File: config.mk
export PLATFORM = sky130hd
export DESIGN_NAME = kanade32_regdump_uart
export DESIGN_NICKNAME = d
export VERILOG_FILES = /design/src/rtl/kanade32_regdump_uart.sv
export SDC_FILE = /design/constraint.sdc
export NUM_CORES = 2
export LEC_CHECK = 0
export BUFFER_PORTS_ARGS = -buffer_cell sky130_fd_sc_hd__buf_2
export CORE_AREA = 2 2 400 402
export CTS_CLUSTER_DIAMETER = 80
export DETAILED_ROUTE_END_ITERATION = 8
export DIE_AREA = 0 0 402 404
export SLEW_MARGIN = 5
export SYNTH_ARGS = -nofsm -noshare
export SYNTH_HDL_FRONTEND = slang
export SYNTH_SLANG_ARGS = --single-unit
File: constraint.sdc
create_clock -name clk -period 47.8 [get_ports clk]
set_input_delay 9.56 -clock clk [delete_from_list [all_inputs] [get_ports clk]]
set_output_delay 9.56 -clock clk [all_outputs]
set_load 0.01 [all_outputs]
File: src/rtl/kanade32_regdump_uart.sv
// kanade32_regdump_uart
//
// Debug consumer for the KANADE32 core's 1024-bit reg_debug bus. On request it
// snapshots all 32 GPRs and streams them as ASCII hex text over an 8N1 UART.
// Each register produces one line: 8 uppercase hex digits, MSB nibble first,
// followed by CR LF. Registers are sent in order 0..31.
//
// Optional build macro: KANADE32_REGDUMP_PREFIX_EN
//   When defined, every line is prefixed with "Rnn=", where nn is the
//   two-digit decimal register index (14 bytes per line instead of 10).
//
// Parameters:
//   CLKS_PER_BIT  clk cycles per UART bit (minimum 2)
//
// Ports:
//   clk        CPU clock, all logic on rising edge
//   reset      asynchronous active-high reset
//   reg_debug  packed GPRs, register i at bits [32*i+31 : 32*i]
//   dump_req   level-sampled dump request, ignored while busy
//   busy       high while a dump is in progress
//   done       one-cycle pulse when a dump completes
//   uart_tx    serial output, idle high

module kanade32_regdump_uart #(
    parameter int CLKS_PER_BIT = 434
) (
    input  logic          clk,
    input  logic          reset,
    input  logic [1023:0] reg_debug,
    input  logic          dump_req,
    output logic          busy,
    output logic          done,
    output logic          uart_tx
);

    localparam int BAUD_W = (CLKS_PER_BIT > 2) ? $clog2(CLKS_PER_BIT) : 1;
    localparam logic [BAUD_W-1:0] BAUD_LAST = BAUD_W'(CLKS_PER_BIT - 1);

`ifdef KANADE32_REGDUMP_PREFIX_EN
    localparam logic [3:0] CHAR_LAST = 4'd13;
`else
    localparam logic [3:0] CHAR_LAST = 4'd9;
`endif

    localparam logic [1:0] S_IDLE  = 2'd0;
    localparam logic [1:0] S_START = 2'd1;
    localparam logic [1:0] S_DATA  = 2'd2;
    localparam logic [1:0] S_STOP  = 2'd3;

    logic [1:0]        state_q, state_d;
    logic [BAUD_W-1:0] baud_q,  baud_d;
    logic [2:0]        bit_q,   bit_d;
    logic [3:0]        char_q,  char_d;
    logic [4:0]        reg_q,   reg_d;
    logic [1023:0]     snap_q,  snap_d;
    logic              done_q,  done_d;
    logic              tx_q,    tx_d;

    logic [31:0] cur_word;
    logic [2:0]  hex_pos;
    logic [3:0]  nibble;
    logic [7:0]  hex_ascii;
    logic [7:0]  cur_char;

    // Character currently being transmitted, derived from the snapshot and the
    // char/reg indices. The indices only move at the end of a stop bit, so this
    // is stable for the whole frame.
    always_comb begin
        cur_word = snap_q[{reg_q, 5'b00000} +: 32];
`ifdef KANADE32_REGDUMP_PREFIX_EN
        hex_pos = 3'(char_q - 4'd4);
`else
        hex_pos = char_q[2:0];
`endif
        // hex digit n of the line is nibble 7-n of the word; ~n == 7-n in 3 bits
        nibble    = cur_word[{~hex_pos, 2'b00} +: 4];
        hex_ascii = (nibble < 4'd10) ? (8'h30 + {4'h0, nibble})
                                     : (8'h37 + {4'h0, nibble});
        cur_char  = hex_ascii;
`ifdef KANADE32_REGDUMP_PREFIX_EN
        case (char_q)
            4'd0:    cur_char = 8'h52;
            4'd1:    cur_char = 8'h30 + 8'(reg_q / 5'd10);
            4'd2:    cur_char = 8'h30 + 8'(reg_q % 5'd10);
            4'd3:    cur_char = 8'h3D;
            4'd12:   cur_char = 8'h0D;
            4'd13:   cur_char = 8'h0A;
            default: cur_char = hex_ascii;
        endcase
`else
        case (char_q)
            4'd8:    cur_char = 8'h0D;
            4'd9:    cur_char = 8'h0A;
            default: cur_char = hex_ascii;
        endcase
`endif
    end

    // Frame sequencer. Bytes run back-to-back: the last cycle of a stop bit
    // advances straight into the next start bit unless the final LF was sent.
    // The tx bit is registered from the next-state values so uart_tx is a clean
    // flop output that changes exactly on bit boundaries.
    always_comb begin
        state_d = state_q;
        baud_d  = baud_q;
        bit_d   = bit_q;
        char_d  = char_q;
        reg_d   = reg_q;
        snap_d  = snap_q;
        done_d  = 1'b0;

        case (state_q)
            S_IDLE: begin
                if (dump_req) begin
                    state_d = S_START;
                    snap_d  = reg_debug;
                    baud_d  = '0;
                    bit_d   = 3'd0;
                    char_d  = 4'd0;
                    reg_d   = 5'd0;
                end
            end
            S_START: begin
                if (baud_q == BAUD_LAST) begin
                    baud_d  = '0;
                    bit_d   = 3'd0;
                    state_d = S_DATA;
                end else begin
                    baud_d = baud_q + BAUD_W'(1);
                end
            end
            S_DATA: begin
                if (baud_q == BAUD_LAST) begin
                    baud_d = '0;
                    if (bit_q == 3'd7) begin
                        state_d = S_STOP;
                    end else begin
                        bit_d = bit_q + 3'd1;
                    end
                end else begin
                    baud_d = baud_q + BAUD_W'(1);
                end
            end
            S_STOP: begin
                if (baud_q == BAUD_LAST) begin
                    baud_d = '0;
                    if ((reg_q == 5'd31) && (char_q == CHAR_LAST)) begin
                        state_d = S_IDLE;
                        char_d  = 4'd0;
                        reg_d   = 5'd0;
                        done_d  = 1'b1;
                    end else begin
                        state_d = S_START;
                        if (char_q == CHAR_LAST) begin
                            char_d = 4'd0;
                            reg_d  = reg_q + 5'd1;
                        end else begin
                            char_d = char_q + 4'd1;
                        end
                    end
                end else begin
                    baud_d = baud_q + BAUD_W'(1);
                end
            end
            default: state_d = S_IDLE;
        endcase

        case (state_d)
            S_START: tx_d = 1'b0;
            S_DATA:  tx_d = cur_char[bit_d];
            default: tx_d = 1'b1;
        endcase
    end

    always_ff @(posedge clk or posedge reset) begin
        if (reset) begin
            state_q <= S_IDLE;
            baud_q  <= '0;
            bit_q   <= 3'd0;
            char_q  <= 4'd0;
            reg_q   <= 5'd0;
            snap_q  <= '0;
            done_q  <= 1'b0;
            tx_q    <= 1'b1;
        end else begin
            state_q <= state_d;
            baud_q  <= baud_d;
            bit_q   <= bit_d;
            char_q  <= char_d;
            reg_q   <= reg_d;
            snap_q  <= snap_d;
            done_q  <= done_d;
            tx_q    <= tx_d;
        end
    end

    assign busy    = (state_q != S_IDLE);
    assign done    = done_q;
    assign uart_tx = tx_q;

endmodule

# Word-level counts from Yosys, hierarchy flattened

Cells that the tools add are included.

Register bits after elaboration: 1049
Input bits: 1027
Output and inout bits: 3
Word-level logic and storage cells: 73

$add $sub $neg: 6
Magnitude comparators: 2
Equal/unequal tests: 13
Shift operators: 2
Muxes and demuxes: 33
Bitwise operators: 1
Reductions and logical operators: 8

Operators by type and width:

| cell                                                | count |
|---|---|
| indexed part select 1024 x 11 -> 32 bit             | 1 |
| indexed part select 32 x 6 -> 4 bit                 | 1 |
| 2-to-1 mux 5 bit                                    | 4 |
| 2-to-1 mux 9 bit                                    | 2 |
| case mux 9 bit (2 select lines)                     | 1 |
| 2-to-1 mux 4 bit                                    | 4 |
| adder 6 x 4 -> 7 bit, first input constant          | 2 |
| case mux 7 bit (2 select lines)                     | 1 |
| 2-to-1 mux 3 bit                                    | 4 |
| 2-to-1 mux 2 bit                                    | 5 |
| case mux 5 bit (2 select lines)                     | 1 |
| adder 9 x 1 -> 9 bit, second input constant         | 1 |
| equality test 9 bit, second input constant          | 1 |
| case mux 3 bit (3 select lines)                     | 1 |
| equality test 4 bit, second input constant          | 2 |
| case mux 2 bit (4 select lines)                     | 1 |
| case mux 4 bit (2 select lines)                     | 1 |
| 2-to-1 mux 7 bit                                    | 1 |
| equality test 2 bit, second input constant          | 3 |
| adder 5 x 1 -> 5 bit, second input constant         | 1 |
| equality test 5 bit, second input constant          | 1 |
| 2-to-1 mux 1 bit                                    | 5 |
| adder 4 x 1 -> 4 bit, second input constant         | 1 |
| equality test 2 x 1 -> 1 bit, second input constant | 2 |
| other kinds (16)                                    | 18 |

# Logic depth before layout (Yosys ltp)

Depth after elaboration: 8
Gate-level depth with buffers: 18

# Worst setup path before layout

OpenSTA, ideal clock, no wires.

Path kind: input-to-reg
Start point: in dump_req
End point: reg tx_q (netlist: uart_tx)
Setup time: 81 ps
Data arrival time: 10847 ps
Required time: 47719 ps
Setup slack: 36873 ps
Stages on the path: 7
Path buffers: 0
Cells stage by stage: nor2_1 > nor2b_1 > a2bb2oi_1 > nor3b_1 > a311o_1 > o22ai_1 > a21oi_1

Longest elaborated chain between the ends: 5
Elaborated cells between the ends (all ways): 9
Classes of those cells: eq/ne: 2; mux: 7

Ends and longest elaborated chain:

| element                                | RTL line | source |
|---|---|---|
| from (decl)                            | 30       | `input logic dump_req,` |
| 2-to-1 mux 3 bit                       | 114      | `if (dump_req) begin` |
| case mux 3 bit (3 select lines)        | 112      | `case (state_q)` |
| named net bit_d[0]                     | 52       | `logic [2:0] bit_q, bit_d;` |
| binary-select mux 1 bit (select 3 bit) | 170      | `S_DATA: tx_d = cur_char[bit_d];` |
| 2-to-1 mux 1 bit (implied by the code) | 170      |  |
| case mux 1 bit (2 select lines)        | 168      | `case (state_d)` |
| named net tx_d                         | 57       | `logic tx_q, tx_d;` |
| to (signal assigned)                   | 193      | `tx_q <= tx_d;` |
| to (decl)                              | 57       |  |

The timed path passes the listed nets, and every way through them passes these cells. The select of a mux whose other input is x is not followed.
A chain may end at the register's enable or synchronous reset.

# Worst setup path after layout

Start point: in dump_req
End point: reg snap_q[894]

Longest elaborated chain between the ends: 1

Ends and longest elaborated chain:

| element                       | RTL line | source |
|---|---|---|
| AND reduction 2 bit (no line) | n/a      |  |
| to (signal assigned)          | 191      | `snap_q <= snap_d;` |
| to (decl)                     | 55       | `logic [1023:0] snap_q, snap_d;` |

Every way passes these cells.

==> metrics.txt <==
result of the run=finished, final reports clean; CTS tree=built; number of gates resized after cts=0; leakage power of the design=30.54 nW; CTS Root Cell=sky130_fd_sc_hd__clkbuf_16; # setup viols final=0; Peak Freq=72.47 MHz; effective utilization at floorplan=30.40%; startpoint type of the worst setup path=primary input; Tightest Pin Transition=1191 ps; area overhead of the layout relative to synthesis=23.04%; CP Max Fanout=103; synth warn=0; Cell variety after synth=72; maximum number of pins on one net before global-route repair=216; post-detailed-route via-to-cell ratio=4.885; Fin Setup TNS=0 ps; starting DRC count in detailed routing=3423; gr usage total=24.60%; most common flop cell mapped by yosys=sky130_fd_sc_hd__dfrtp_1; setup repair after global routing missed its margin=no; skew final=60.05 ps; HPWL Detailed=155700 µm; number of detailed-routing iterations run before antenna repair=6; initial antenna violation count=141; PwrDens=47.19 nW/µm²; die span in x=402 µm; post-cts hold buffer count=0; overall via count from detail_route=40270; Hold WS=466.6 ps; number of maximum-capacitance constraint violations=0; die extent in y=404 µm; fraction of final layout cells sized beyond drive strength 1=25.65%; die footprint=162400 µm²; number of ports placed on the die boundary=1030; global-route wire length before repair=287500 µm; clock insertion delay at the later pin of the skew report=750 ps; Post-Syn Area per Cell=9.370 µm²; sequential cell area fraction in the yosys report=54.72%; Clock Pin Slew Worst Setup and Hold Paths=60 ps; clock sink count=1049; least setup slack across all paths after layout=34000 ps; Tot Pwr=2.786 mW; DR WL/cell=24.68 µm; total clock buffers created by CTS=117; HP Class=reg -> reg; core region area=157800 µm²; number of enable-type register cells in the synthesized netlist=0; time the final worst path needs with I/O delays and setup=13800 ps; async set-or-reset flop fraction in the synthesized netlist=100.0%; Slew Viols, Final=0; Post-Layout Cell Count=8244; required time of the critical path=48490 ps; total routed wirelength=203500 µm; port buffer count=1029; Tcrit/Tclk final=28.87%; remaining antenna violation count=0; area of the mapped netlist=47970 µm²; Setup Buffers After CTS=0; post-synthesis sequential element count=1049; nets=7038; H-Tree Level Count=3; pre-CTS setup slack=33050 ps; number of hold violations in the final report=0; synthesized net count=6153; element type at the critical path end=flip-flop; via count of the first global-routing pass=41030; total grt overflow=0; Max-slew headroom=20.32%; classification of the worst setup path=in -> reg; worst IR drop on VDD=34.59 µV; data arrival time at the worst-slack endpoint=14490 ps; number of remaining DRC errors=0; Max Root-Sink Buffers=3; Core Rows=146; gate count after technology mapping=5120; Cell Count Post-Placement=7958; placer congestion estimate=0.9000
[routing by layer]
metal	global-route usage (%)	vias to the layer above	share of wire (%)	wire length (µm)
met3	5.742	400	6.6	13410
met4	9.794	90	4.1	8357
met5	0	-	0.28	567
met1	30.96	20010	40	82380
met2	40.88	1419	49	98770
li1	-	18350	-	-
[area by class of cell]
type                       instances  area (µm²)
fill                           16180       98810
multi-input combinational       3741       20280
antenna                           71       177.7
sequential                      1049       26260
clock inverter                    38       546.8
clock buffer                     177        3493
tap                             2072        2592
timing repair buffer            1085        5620
inverter                          11       50.05
[path summary, 6_finish.rpt]
| path | slack [ps] | start | cells after the start | to |
|---|---|---|---|---|
| setup / recovery | 34000 | dump_req | 8 | snap_q[894]$_DFFE_PP0P_ |
| hold / removal | 470 | snap_q[519]$_DFFE_PP0P_ | 2 | snap_q[519]$_DFFE_PP0P_ |
| setup reg to reg | 42020 | reg_q[0]$_DFFE_PP0P_ | 15 | uart_tx$_DFF_PP1_ |
| hold reg to reg | 470 | snap_q[519]$_DFFE_PP0P_ | 2 | snap_q[519]$_DFFE_PP0P_ |
| max in group asynchronous | 34060 | reset | 7 | snap_q[954]$_DFFE_PP0P_ |
| min in group asynchronous | 8950 | reset | 2 | snap_q[404]$_DFFE_PP0P_ |
[cell families (layout without fill, tap and decap cells)]
logic type	after synthesis	count (layout)	share of synthesized area, %
XOR/XNOR	4	4	0.07304
flip-flops	1049	1049	54.72
multiplexers	316	316	13.69
other	0	71	0
AND/OR/NAND/NOR	3236	3236	25.70
buffers and inverters	330	1311	3.078
adder cells (fa/ha/maj)	6	6	0.1565
AO/OA/AOI/OAI	179	179	2.577
[cells in the final DEF, fill, tap and decap left out, types with 6 or more instances in the layout]
cell,count
sky130_fd_sc_hd__a21oi_1,30
sky130_fd_sc_hd__a221oi_1,7
sky130_fd_sc_hd__a22oi_1,33
sky130_fd_sc_hd__a31oi_1,6
sky130_fd_sc_hd__and3_1,6
sky130_fd_sc_hd__buf_2,1029
sky130_fd_sc_hd__buf_4,52
sky130_fd_sc_hd__bufinv_16,7
sky130_fd_sc_hd__clkbuf_1,26
sky130_fd_sc_hd__clkbuf_16,117
sky130_fd_sc_hd__clkbuf_8,34
sky130_fd_sc_hd__clkinv_2,15
sky130_fd_sc_hd__dfrtp_1,1044
sky130_fd_sc_hd__diode_2,71
sky130_fd_sc_hd__ha_1,6
sky130_fd_sc_hd__inv_1,7
sky130_fd_sc_hd__mux2i_1,42
sky130_fd_sc_hd__mux4_1,9
sky130_fd_sc_hd__mux4_2,260
sky130_fd_sc_hd__nand2_1,3123
sky130_fd_sc_hd__nand2b_1,13
sky130_fd_sc_hd__nand3_1,24
sky130_fd_sc_hd__nor2_1,31
sky130_fd_sc_hd__nor2b_1,10
sky130_fd_sc_hd__nor3_1,7
sky130_fd_sc_hd__o21ai_0,37
sky130_fd_sc_hd__o221ai_1,8
sky130_fd_sc_hd__o22ai_1,7
[stage by stage]
stage                     util [%]  instance area, µm²
after floorplan                  -               47970
after global placement       34.73               54810
after detailed placement     34.73               54810
after CTS                    37.29               58850
after global routing         37.34               58940
final                        37.40               59030
[where the power goes]
group          internal (mW)  switching, mW
clock network          0.545          0.395
logic                  0.233          0.326
registers               1.14          0.150
total                   1.91          0.871
[sequential cells by signal, summed over array words and instances (netlist names)]
signal and count:
snap_q 1024, baud_q 9, reg_q 5, char_q 4, bit_q 3, state_q 2, done 1, uart_tx 1
[Yosys cell counts, types with 9 or more instances]
library cell | count | share of area, %
sky130_fd_sc_hd__nand2_1 | 3124 | 24
sky130_fd_sc_hd__dfrtp_1 | 1048 | 55
sky130_fd_sc_hd__mux4_2 | 260 | 12
sky130_fd_sc_hd__clkbuf_1 | 242 | 1.9
sky130_fd_sc_hd__mux2i_1 | 42 | 0.88
sky130_fd_sc_hd__o21ai_0 | 37 | 0.39
sky130_fd_sc_hd__a22oi_1 | 33 | 0.52
sky130_fd_sc_hd__nor2_1 | 32 | 0.25
sky130_fd_sc_hd__buf_2 | 31 | 0.32
sky130_fd_sc_hd__a21oi_1 | 30 | 0.31
sky130_fd_sc_hd__nand3_1 | 24 | 0.25
sky130_fd_sc_hd__buf_1 | 17 | 0.13
sky130_fd_sc_hd__nand2b_1 | 13 | 0.17
sky130_fd_sc_hd__buf_4 | 12 | 0.19
sky130_fd_sc_hd__buf_6 | 12 | 0.28
sky130_fd_sc_hd__nor2b_1 | 12 | 0.16
sky130_fd_sc_hd__mux4_1 | 9 | 0.49
[critical path: stages]
cell                      delay [ps]
sky130_fd_sc_hd__buf_2           170
sky130_fd_sc_hd__nand2_4         780
sky130_fd_sc_hd__buf_4           750
sky130_fd_sc_hd__buf_4           830
sky130_fd_sc_hd__buf_4           830
sky130_fd_sc_hd__buf_4           950
sky130_fd_sc_hd__nand2_1         150
sky130_fd_sc_hd__nand2_1         110
Power figures use the tool's default switching activity.
